### src/rtl/imem_boot_loader.sv
// Framed byte-stream loader: length header, little-endian payload words, checksum.
// Writes instruction memory and holds the core in reset until the image verifies.
module imem_boot_loader #(
    parameter int unsigned DEPTH     = 64,
    parameter logic [31:0] BASE_ADDR = 32'h0000_0000
) (
    input  logic        clk,
    input  logic        rst,
    input  logic        in_valid,
    input  logic [7:0]  in_data,
    output logic        in_ready,
    output logic        imem_we,
    output logic [31:0] imem_addr,
    output logic [31:0] imem_wdata,
    output logic        core_rst,
    output logic        done,
    output logic        error
);

    typedef enum logic [2:0] {
        S_LEN,
        S_DATA,
        S_CSUM,
        S_RUN,
        S_ERR
    } state_e;

    state_e      state_q, state_d;
    logic [1:0]  byte_cnt_q, byte_cnt_d;
    logic [31:0] word_idx_q, word_idx_d;
    logic [31:0] len_q, len_d;
    logic [31:0] word_q, word_d;
    logic [7:0]  csum_q, csum_d;
    logic        we_q, we_d;
    logic [31:0] addr_q, addr_d;
    logic [31:0] wdata_q, wdata_d;
    logic        in_ready_q, core_rst_q, done_q, error_q;
    logic        xfer;
    logic [31:0] n_full;
    logic [31:0] word_full;

    assign xfer      = in_valid && in_ready_q;
    assign n_full    = {in_data, len_q[23:0]};
    assign word_full = {in_data, word_q[23:0]};

    always_comb begin
        state_d    = state_q;
        byte_cnt_d = byte_cnt_q;
        word_idx_d = word_idx_q;
        len_d      = len_q;
        word_d     = word_q;
        csum_d     = csum_q;
        we_d       = 1'b0;
        addr_d     = addr_q;
        wdata_d    = wdata_q;
        if (xfer) begin
            unique case (state_q)
                S_LEN: begin
                    len_d[{byte_cnt_q, 3'b000} +: 8] = in_data;
                    byte_cnt_d = byte_cnt_q + 2'd1;
                    if (byte_cnt_q == 2'd3) begin
                        if (n_full == 32'd0)
                            state_d = S_CSUM;
                        else if (n_full > 32'(DEPTH))
                            state_d = S_ERR;
                        else
                            state_d = S_DATA;
                    end
                end
                S_DATA: begin
                    word_d[{byte_cnt_q, 3'b000} +: 8] = in_data;
                    csum_d     = csum_q + in_data;
                    byte_cnt_d = byte_cnt_q + 2'd1;
                    if (byte_cnt_q == 2'd3) begin
                        we_d       = 1'b1;
                        addr_d     = BASE_ADDR + {word_idx_q[29:0], 2'b00};
                        wdata_d    = word_full;
                        word_idx_d = word_idx_q + 32'd1;
                        if (word_idx_q == len_q - 32'd1)
                            state_d = S_CSUM;
                    end
                end
                S_CSUM: begin
                    state_d = (in_data == csum_q) ? S_RUN : S_ERR;
                end
                default: ;
            endcase
        end
    end

    // Status outputs are registered off the next state so they change with it.
    always_ff @(posedge clk or posedge rst) begin
        if (rst) begin
            state_q    <= S_LEN;
            byte_cnt_q <= 2'd0;
            word_idx_q <= 32'd0;
            len_q      <= 32'd0;
            word_q     <= 32'd0;
            csum_q     <= 8'd0;
            we_q       <= 1'b0;
            addr_q     <= BASE_ADDR;
            wdata_q    <= 32'd0;
            in_ready_q <= 1'b1;
            core_rst_q <= 1'b1;
            done_q     <= 1'b0;
            error_q    <= 1'b0;
        end else begin
            state_q    <= state_d;
            byte_cnt_q <= byte_cnt_d;
            word_idx_q <= word_idx_d;
            len_q      <= len_d;
            word_q     <= word_d;
            csum_q     <= csum_d;
            we_q       <= we_d;
            addr_q     <= addr_d;
            wdata_q    <= wdata_d;
            in_ready_q <= (state_d == S_LEN) || (state_d == S_DATA) ||
                          (state_d == S_CSUM);
            core_rst_q <= (state_d != S_RUN);
            done_q     <= (state_d == S_RUN);
            error_q    <= (state_d == S_ERR);
        end
    end

    assign in_ready   = in_ready_q;
    assign imem_we    = we_q;
    assign imem_addr  = addr_q;
    assign imem_wdata = wdata_q;
    assign core_rst   = core_rst_q;
    assign done       = done_q;
    assign error      = error_q;

endmodule

### config.mk
export PLATFORM = sky130hd
export DESIGN_NAME = imem_boot_loader
export DESIGN_NICKNAME = d
export VERILOG_FILES = /design/src/rtl/imem_boot_loader.sv
export SDC_FILE = /design/constraint.sdc
export NUM_CORES = 1
export LEC_CHECK = 0
export ABC_AREA = 1
export CAP_MARGIN = 20
export CORE_ASPECT_RATIO = 1.4
export CORE_MARGIN = 2
export CORE_UTILIZATION = 61
export CTS_BUF_LIST = sky130_fd_sc_hd__clkbuf_4
export CTS_CLUSTER_DIAMETER = 60
export DETAILED_ROUTE_END_ITERATION = 10
export GPL_ROUTABILITY_DRIVEN = 0
export PLACE_DENSITY = 0.84
export SLEW_MARGIN = 20
export SYNTH_ARGS = -nofsm -noshare
export SYNTH_HDL_FRONTEND = slang
export SYNTH_SLANG_ARGS = --single-unit
### constraint.sdc
create_clock -name clk -period 9.5 [get_ports clk]
set_clock_uncertainty 0.2 [all_clocks]
set_input_delay 1.9 -clock clk [delete_from_list [all_inputs] [get_ports clk]]
set_output_delay 1.9 -clock clk [all_outputs]
set_load 0.01 [all_outputs]
==> run metrics, run 1 <==
Peak VDD IR 0.0718 mV; most frequent cell after synthesis nand2_1; WL final 21,700 um; Final Cycle Share 41.5%; worst-margin pin slew 0.885 ns; Met1 Wirelength 9020 um; Clk pin slew, worst setup/hold paths 0.15 ns; Cell Pwr Density 111 nW/um^2; Vias 7,728; Final Hold Viols 0; Synth Flop Type dfrtp_1; die width 108 um; Clock Path Buffers 2; routed wire length per instance 15.3 um; Placed Area 10,100 sq um; worst-skew pair later-pin latency 0.59 ns; critical path type input port to flip-flop; Resized Gates After CTS 0; Die Height 149 um; # port buffers 77; sequential area share after synthesis 45.6%; Final Critical Period 3.94 ns; Synth warnings 0; Critical Path RT 9.81 ns; DP HPWL 16,400 um; Setup violations, final 0; endpoint class of the critical path flip-flop; crit-path max FO 52; max-cap violations 0; fillers 1,192; setup_tns 0 ns; Mapped Cells 1,141; post-route cell area 10,400 sq um; fin nets 1,238; Leak 5.12 nW; root buffer cell clkbuf_4; drt first pass iters 7; fmax 254 MHz; number of flops mapped to enable cells by yosys 0; DRT antenna net count 0; initial antenna violation count 1; initial core utilization 61.8%; CP peak stage delay 0.45 ns; synth top area cells dfrtp_1 45%, nand2_1 12%, o21ai_0 6.7%; element type at the critical path start input port; Initial DRC Count 573; max layer used met4; most frequent cells after synthesis 292 x nand2_1, 166 x dfrtp_1, 135 x inv_1; CTS Buf Count 17; area leader, netlist dfrtp_1; CP arrival 4.25 ns; first-pass GRT wire length 35,700 um; share of layout cells above drive strength 1 9.39%; io pins 80; Post-CTS Hold Fix Bufs 0; Core Footprint 14,900 sq um; unrepaired setup endpoints after global routing no; clk sink count 168; slowest cell on the critical path clkdlybuf4s50_1; GRT overflow 0; Post CTS Setup Buffer Count 0; Worst slew margin 40.8%; Layout area overhead 13.2%; gr usage total 28.3%; vias in the first global route 7,483; Tightest Hold Check Type flip-flop to flip-flop; wire length on met2 10,800 um; #FFs+latches synth 168; Core Rows 53; pin count of the biggest net entering global routing 89; status finished clean; Syn Area/Cell 8.08 sq um; crit-path cells clkdlybuf4s50_1 -> nand2_1 -> inv_1 -> nand2_4 -> nor2_8 -> inv_4 -> nor2_4 -> nand3_2 -> or3b_4 -> nor3_2 -> xor2_1; Synth Cell Area 9220 sq um; ys async rst share 100%; drt via density 5.45; Die ar. 16,100 sq um; DRC Markers 0; H-tree Lvls 4; CTS tree done; met3 routed WL 952 um; max-slew violations 0; Yosys cell types 48; Yosys top cell area share 45.1%
per-layer routing:
layer,GRT usage (%),up-vias
met5,0,-
met4,13.5,0
met3,3.92,64
met2,47.0,266
met1,36.5,3624
li1,-,3774
worst max-delay path, delay by kind of cell:
family | cells | cell delay [ns]
simple gates | 7 | 1.35
xor+xnor | 1 | 0.16
buf+inv | 3 | 0.82
power breakdown:
group	leakage (nW)	switching, mW	internal [mW]	total, mW
registers	2.02	0	0.715	0.715
clock network	0.148	0.295	0.119	0.414
logic	2.95	0.0237	0.00781	0.0315
placed cells by master, fill, tap and decap left out, types with 2 or more instances in the layout:
master	netlist	routed
nand2_1	292	292
dfrtp_1	166	166
inv_1	135	134
o21ai_0	123	123
nor2_1	93	93
clkdlybuf4s50_1	0	77
xor2_1	51	51
nand3_1	50	50
nor3_1	36	36
nand4_1	20	20
clkbuf_4	0	17
ha_1	14	14
nor2_2	13	13
xnor2_1	12	12
a21oi_1	10	10
nand2_2	9	9
inv_2	8	8
mux2_2	8	8
nand2_4	8	8
nor2_4	7	7
o21ai_1	7	7
nor4_1	6	6
nand3_2	6	6
nand3b_1	6	6
inv_8	0	6
nor2_8	5	5
inv_6	0	4
nor3_2	3	3
or2_2	2	2
nand4_2	2	2
clkinv_1	1	2
xnor3_1	2	2
conb_1	1	2
clkinv_8	0	2
clkinvlp_4	0	2
dfstp_2	2	2
buf_4	2	2
state kept, by name (all words and copies together) (netlist names):
signal	count
imem_wdata	32
len_q	32
word_idx_q	32
imem_addr	30
word_q	24
csum_q	8
state_q	3
byte_cnt_q	2
core_rst	1
done	1
error	1
imem_we	1
in_ready	1
path summary, 6_finish.rpt:
| check | from | end | slack (ns) | depth (start not counted) |
|---|---|---|---|---|
| max | in_valid | word_idx_q[31] | 5.56 | 11 |
| min | imem_addr[31] | imem_addr[31] | 0.29 | 2 |
| max reg2reg | byte_cnt_q[0] | done | 6.23 | 15 |
| min reg2reg | imem_addr[31] | imem_addr[31] | 0.29 | 2 |
| max in group asynchronous | rst | imem_addr[28] | 6.30 | 4 |
| min in group asynchronous | rst | word_q[1] | 1.58 | 2 |
cell families (layout without fill, tap and decap cells):
kind of cell / Yosys count / in the layout / synth area share (%)
buffers and inverters: 174 / 257 / 7.32
adders and majority gates: 15 / 15 / 2.12
xor gates and xnor gates: 66 / 66 / 6.65
DFF: 168 / 168 / 45.6
other: 1 / 3 / 0.0407
muxes: 8 / 8 / 0.977
and+or+nand+nor: 563 / 563 / 29.0
AOI/OAI and AO/OA: 146 / 146 / 8.21
stage by stage:
stage / worst slack, ns / total power, mW / std cells / hold slack, ns / utilization, %
5_1_grt: 5.41 / 1.20 / 1418 / 0.315 / 69.9
6_report: 5.56 / 1.16 / 1418 / 0.291 / 69.9
3_3_place_gp: 5.03 / 0.759 / 1384 / 0.258 / 67.9
3_5_place_dp: 4.96 / 0.759 / 1384 / 0.263 / 67.9
2_1_floorplan: 2.86 / 0.746 / 1142 / 0.253 / -
4_1_cts: 5.58 / 1.17 / 1416 / 0.299 / 69.7
layout make-up:
cell class | count | area [sq um] | share of cell area, %
clock inverters | 15 | 150 | 1.44
multi-input cells | 800 | 4340 | 41.6
repair buffers | 80 | 813 | 7.80
clock buffers | 17 | 128 | 1.22
inverters | 145 | 552 | 5.29
well taps | 192 | 240 | 2.30
diodes | 1 | 2.50 | 0.0240
flip-flops and latches | 168 | 4210 | 40.3
Power figures use the tool's default switching activity.
==> run 2: changes to the inputs <==
Settings changed: CORE_UTILIZATION 61 to 60, PLACE_DENSITY 0.84 to 0.82.
Clock period 9.5 ns to 4.05 ns, I/O delays scaled along.
==> run metrics, run 2 (same netlist as run 1, synthesis figures left out) <==
status finished clean; Vias 7,658; vias in the first global route 7,332; Setup violations, final 0; FF-to-FF End error; gr usage total 28.0%; Worst slew margin 43.8%; Peak VDD IR 0.185 mV; CP arrival 3.23 ns; CTS Buf Count 17; pin count of the biggest net entering global routing 79; critical path type flip-flop to flip-flop; routed wire length per instance 15.1 um; Layout area overhead 13.4%; Placed Area 10,200 sq um; worst r2r src len_q[0]; Clock Path Buffers 2; element type at the critical path start flip-flop; Post-CTS Hold Fix Bufs 0; worst-margin pin slew 0.840 ns; max-slew violations 0; met3 Resource Use GR 3.90%; die width 109 um; most common cell after layout, fill and taps aside nand2_1; combinational share of power 2.7%; H-tree Lvls 4; Die Height 151 um; DP HPWL 16,600 um; crit-path max FO 5; clock network fraction of total power 35.5%; initial antenna violation count 1; Cell Pwr Density 260 nW/um^2; commonest non-fill, non-tap cells in the layout 292 x nand2_1, 166 x dfrtp_1, 134 x inv_1; io pins 80; WL final 21,500 um; Resized Gates After CTS 0; first-pass GRT wire length 35,500 um; worst-case reg-to-reg path depth 20; Final Cycle Share 72.0%; final cell count without fillers 1,422; Hold Crit Endpoint imem_addr[26]; Final Hold Viols 0; DRT antenna net count 0; Leak 5.13 nW; root buffer cell clkbuf_4; Tightest Hold Check Type flip-flop to flip-flop; post-route cell area 10,500 sq um; Initial DRC Count 503; Tot Pwr 2.71 mW; Final Critical Period 2.92 ns; Final Core Density 69.5%; register-to-register setup slack 1.13 ns; register share of total power 61.9%; GR Layer Usage met1 35.2%; Post CTS Setup Buffer Count 0; Core Rows 53; M2 GR Usage 47.1%; worst-skew pair later-pin latency 0.58 ns; placed cells 1,389; Place WS 0.648 ns; Hold Path Stages 2; share of layout cells above drive strength 1 9.68%; setup_tns 0 ns; sw frac 27.2%; smallest hold slack 0.302 ns; # port buffers 77; CTS tree done; fillers 1,245; drt first pass iters 8; drt via density 5.39; DRC Markers 0; Clk pin slew, worst setup/hold paths 0.15 ns; final worst slack 1.13 ns; clk sink count 168; max-cap violations 0; GRT overflow 0; fmax 343 MHz; Core Footprint 15,100 sq um; Die ar. 16,400 sq um; unrepaired setup endpoints after global routing no; fin nets 1,242; initial core utilization 61.2%; hold wc startpoint imem_addr[26]; Int Power 1.98 mW; Critical Path RT 4.36 ns; Psw 737 uW; GR peak layer met2; endpoint class of the critical path flip-flop
[run 2: final cells by class]
| type | instances | area, sq um | share of cell area [%] |
|---|---|---|---|
| clock inverters | 15 | 151 | 1.45 |
| repair buffers | 84 | 836 | 7.99 |
| diodes | 1 | 2.50 | 0.0239 |
| multi-input cells | 800 | 4340 | 41.5 |
| flip-flops and latches | 168 | 4210 | 40.2 |
| inverters | 145 | 551 | 5.27 |
| clock buffers | 17 | 128 | 1.22 |
| well taps | 192 | 240 | 2.30 |
[run 2: layer usage]
layer  vias to the layer above  part of all wire [%]
li1                       3789                     -
met1                      3555                    41
met5                         -                     0
met2                       232                    50
met4                         0                   4.9
met3                        82                   4.1
[run 2: how the worst max path moves through the flow]
stage | from | endpoint | slack, ns | depth (start not counted)
after floorplan | rst | byte_cnt_q[0] | 0.90 | 1
after global placement | in_valid | word_idx_q[30] | 0.72 | 13
after detailed placement | in_valid | word_idx_q[30] | 0.65 | 13
after CTS | len_q[0] | in_ready | 1.18 | 20
after global routing | len_q[0] | error | 0.99 | 20
final | len_q[0] | error | 1.13 | 20
[run 2: power groups by stage]
stage / sequential (mW) / clock (mW) / combinational (mW)
after detailed placement: 1.71 / 0 / 0.0744
after global routing: 1.68 / 1.05 / 0.0826
after CTS: 1.68 / 0.979 / 0.0747
after global placement: 1.71 / 0 / 0.0738
final: 1.68 / 0.962 / 0.0729
after floorplan: 1.71 / 0 / 0.0416
[run 2: critical path: stages, from the launching register on]
cell,delay [ns]
dfrtp_1,0.42
inv_1,0.14
ha_1,0.25
nand2_4,0.12
nor2_2,0.23
nand2_1,0.19
clkinv_1,0.11
nand2_1,0.06
nand2_1,0.07
nand2_1,0.05
nand2_1,0.13
nand2_1,0.07
nor2_1,0.21
nand2_1,0.08
nor2_1,0.11
nand2_1,0.08
nand2_1,0.08
nand2_1,0.05
nand2_1,0.07
nand2_1,0.05
nor2_1,0.08
==> run 3: changes to the inputs <==
Settings changed: CORE_UTILIZATION 60 to 54, PLACE_DENSITY 0.82 to 0.78.
Clock period 4.05 ns to 2.51 ns, I/O delays scaled along.
==> run metrics, run 3 (same netlist as run 1, synthesis figures left out) <==
status finished, violations left; failing checks setup timing; routed wire length per instance 15.1 um; # port buffers 77; fillers 1,334; post-route cell area 11,300 sq um; setup_tns -0.370 ns; Cell Pwr Density 388 nW/um^2; fin nets 1,335; GRT overflow 0; area taken by flip-flops and latches 4210 sq um; CP top delay family simple AND/OR/NAND/NOR gates; H-tree Lvls 4; worst-skew pair later-pin latency 0.58 ns; share of layout cells above drive strength 1 19.2%; CTS Buf Count 17; commonest non-fill, non-tap cells in the layout 280 x nand2_1, 160 x dfrtp_1, 132 x inv_1; root buffer cell clkbuf_4; Tightest Hold Check Type flip-flop to flip-flop; DRC Markers 0; drt first pass iters 6; smallest hold slack 0.289 ns; critical path type flip-flop to flip-flop; crit-path cells nor2_2 -> nand2_2 -> nor2_2 -> buf_4 -> nand4_1 -> nand3_1 -> nand2_1 -> nor2_1 -> nand2_1 -> nor2_2 -> nand4_4 -> a21oi_4 -> nand2_1 -> nor2_1; endpoint class of the critical path flip-flop; Final Cycle Share 105%; Clk pin slew, worst setup/hold paths 0.14 ns; pin count of the biggest net entering global routing 56; worst-margin pin slew 0.539 ns; drt via density 5.26; initial core utilization 55.0%; Peak VDD IR 0.332 mV; WL final 23,000 um; Die Height 159 um; initial antenna violation count 1; Setup violations, final 4; gr usage total 26.4%; Worst slew margin 63.9%; WP buf/inv 1; most common cell after layout, fill and taps aside nand2_1; Final Core Density 67.8%; crit-path max FO 4; io pins 80; final worst slack -0.119 ns; Initial DRC Count 551; Die ar. 18,100 sq um; Critical Path RT 2.82 ns; Tot Pwr 4.41 mW; CP peak stage delay 0.48 ns; Leak 5.59 nW; Final Hold Viols 0; multi-input logic area 4510 sq um; first-pass GRT wire length 37,300 um; max-cap violations 0; Clock Path Buffers 2; Placed Area 10,800 sq um; CP arrival 2.93 ns; Core Rows 56; slowest cell on the critical path dfrtp_2; vias in the first global route 7,682; final cell count without fillers 1,526; die width 114 um; Place WS -0.234 ns; Layout area overhead 23.1%; element type at the critical path start flip-flop; max-slew violations 0; DRT antenna net count 0; Final Critical Period 2.63 ns; Core Footprint 16,700 sq um; placed cells 1,480; CTS tree done; fmax 380 MHz; clk sink count 168; unrepaired setup endpoints after global routing yes; DP HPWL 17,500 um; Vias 8,030
==> run 3: cell count changes in the layout (fill, tap and decap cells not counted), sizes merged <==
cell / before / now
buf: 7 / 98
bufinv: 0 / 1
clkbuf: 17 / 18
dlygate4sd3: 0 / 1
inv: 152 / 150
nor2: 118 / 119
==> run 3: timing repair <==
item / CTS / global route
cloned: 1 / 0
setup buffers: 1 / 10
endpoints found under the setup margin: 5 / 7
resized for setup: 19 / 33
pin swaps: 2 / 18
hold endpoints to repair: 4 / 0
hold buffers: 1 / 0
==> run 3: layout make-up <==
class	instances	area share, %
multi-input combinational	801	39.7
sequential	168	37.1
timing repair buffer	176	13.6
inverter	145	4.85
tap	203	2.24
clock inverter	14	1.22
clock buffer	18	1.19
antenna	1	0.0221
==> run 3: power by group <==
group | leakage [nW] | internal (mW) | switching (mW)
Sequential | 2.01 | 2.71 | 0
Clock | 0.148 | 0.530 | 1.03
Combinational | 3.42 | 0.0477 | 0.0944
==> run 3: layer usage <==
layer	share of wire [%]	vias to the layer above	GRT usage (%)	wire length, um
met1	41	3750	32.4	9430
met4	5.2	0	15.0	1200
li1	-	3989	-	-
met5	0	-	0	0
met2	50	226	44.1	11400
met3	4.2	65	4.26	963
==> run 3: worst paths after layout <==
kind                         startpoint              to  slack (ns)  depth (start not counted)
hold reg to reg            imem_addr[3]    imem_addr[3]        0.29                          2
setup reg to reg              len_q[10]            done       -0.12                         14
setup / recovery              len_q[10]            done       -0.12                         14
hold / removal             imem_addr[3]    imem_addr[3]        0.29                          2
min in group asynchronous           rst        len_q[0]        0.54                          3
max in group asynchronous           rst  imem_wdata[25]        0.87                          4
==> run 3: worst register-to-register path, stage by stage (launching register included) <==
cell and delay [ns]:
dfrtp_2 0.48, nor2_2 0.19, nand2_2 0.11, nor2_2 0.15, buf_4 0.16, nand4_1 0.15, nand3_1 0.18, nand2_1 0.07
nor2_1 0.12, nand2_1 0.12, nor2_2 0.18, nand4_4 0.12, a21oi_4 0.19, nand2_1 0.06, nor2_1 0.08
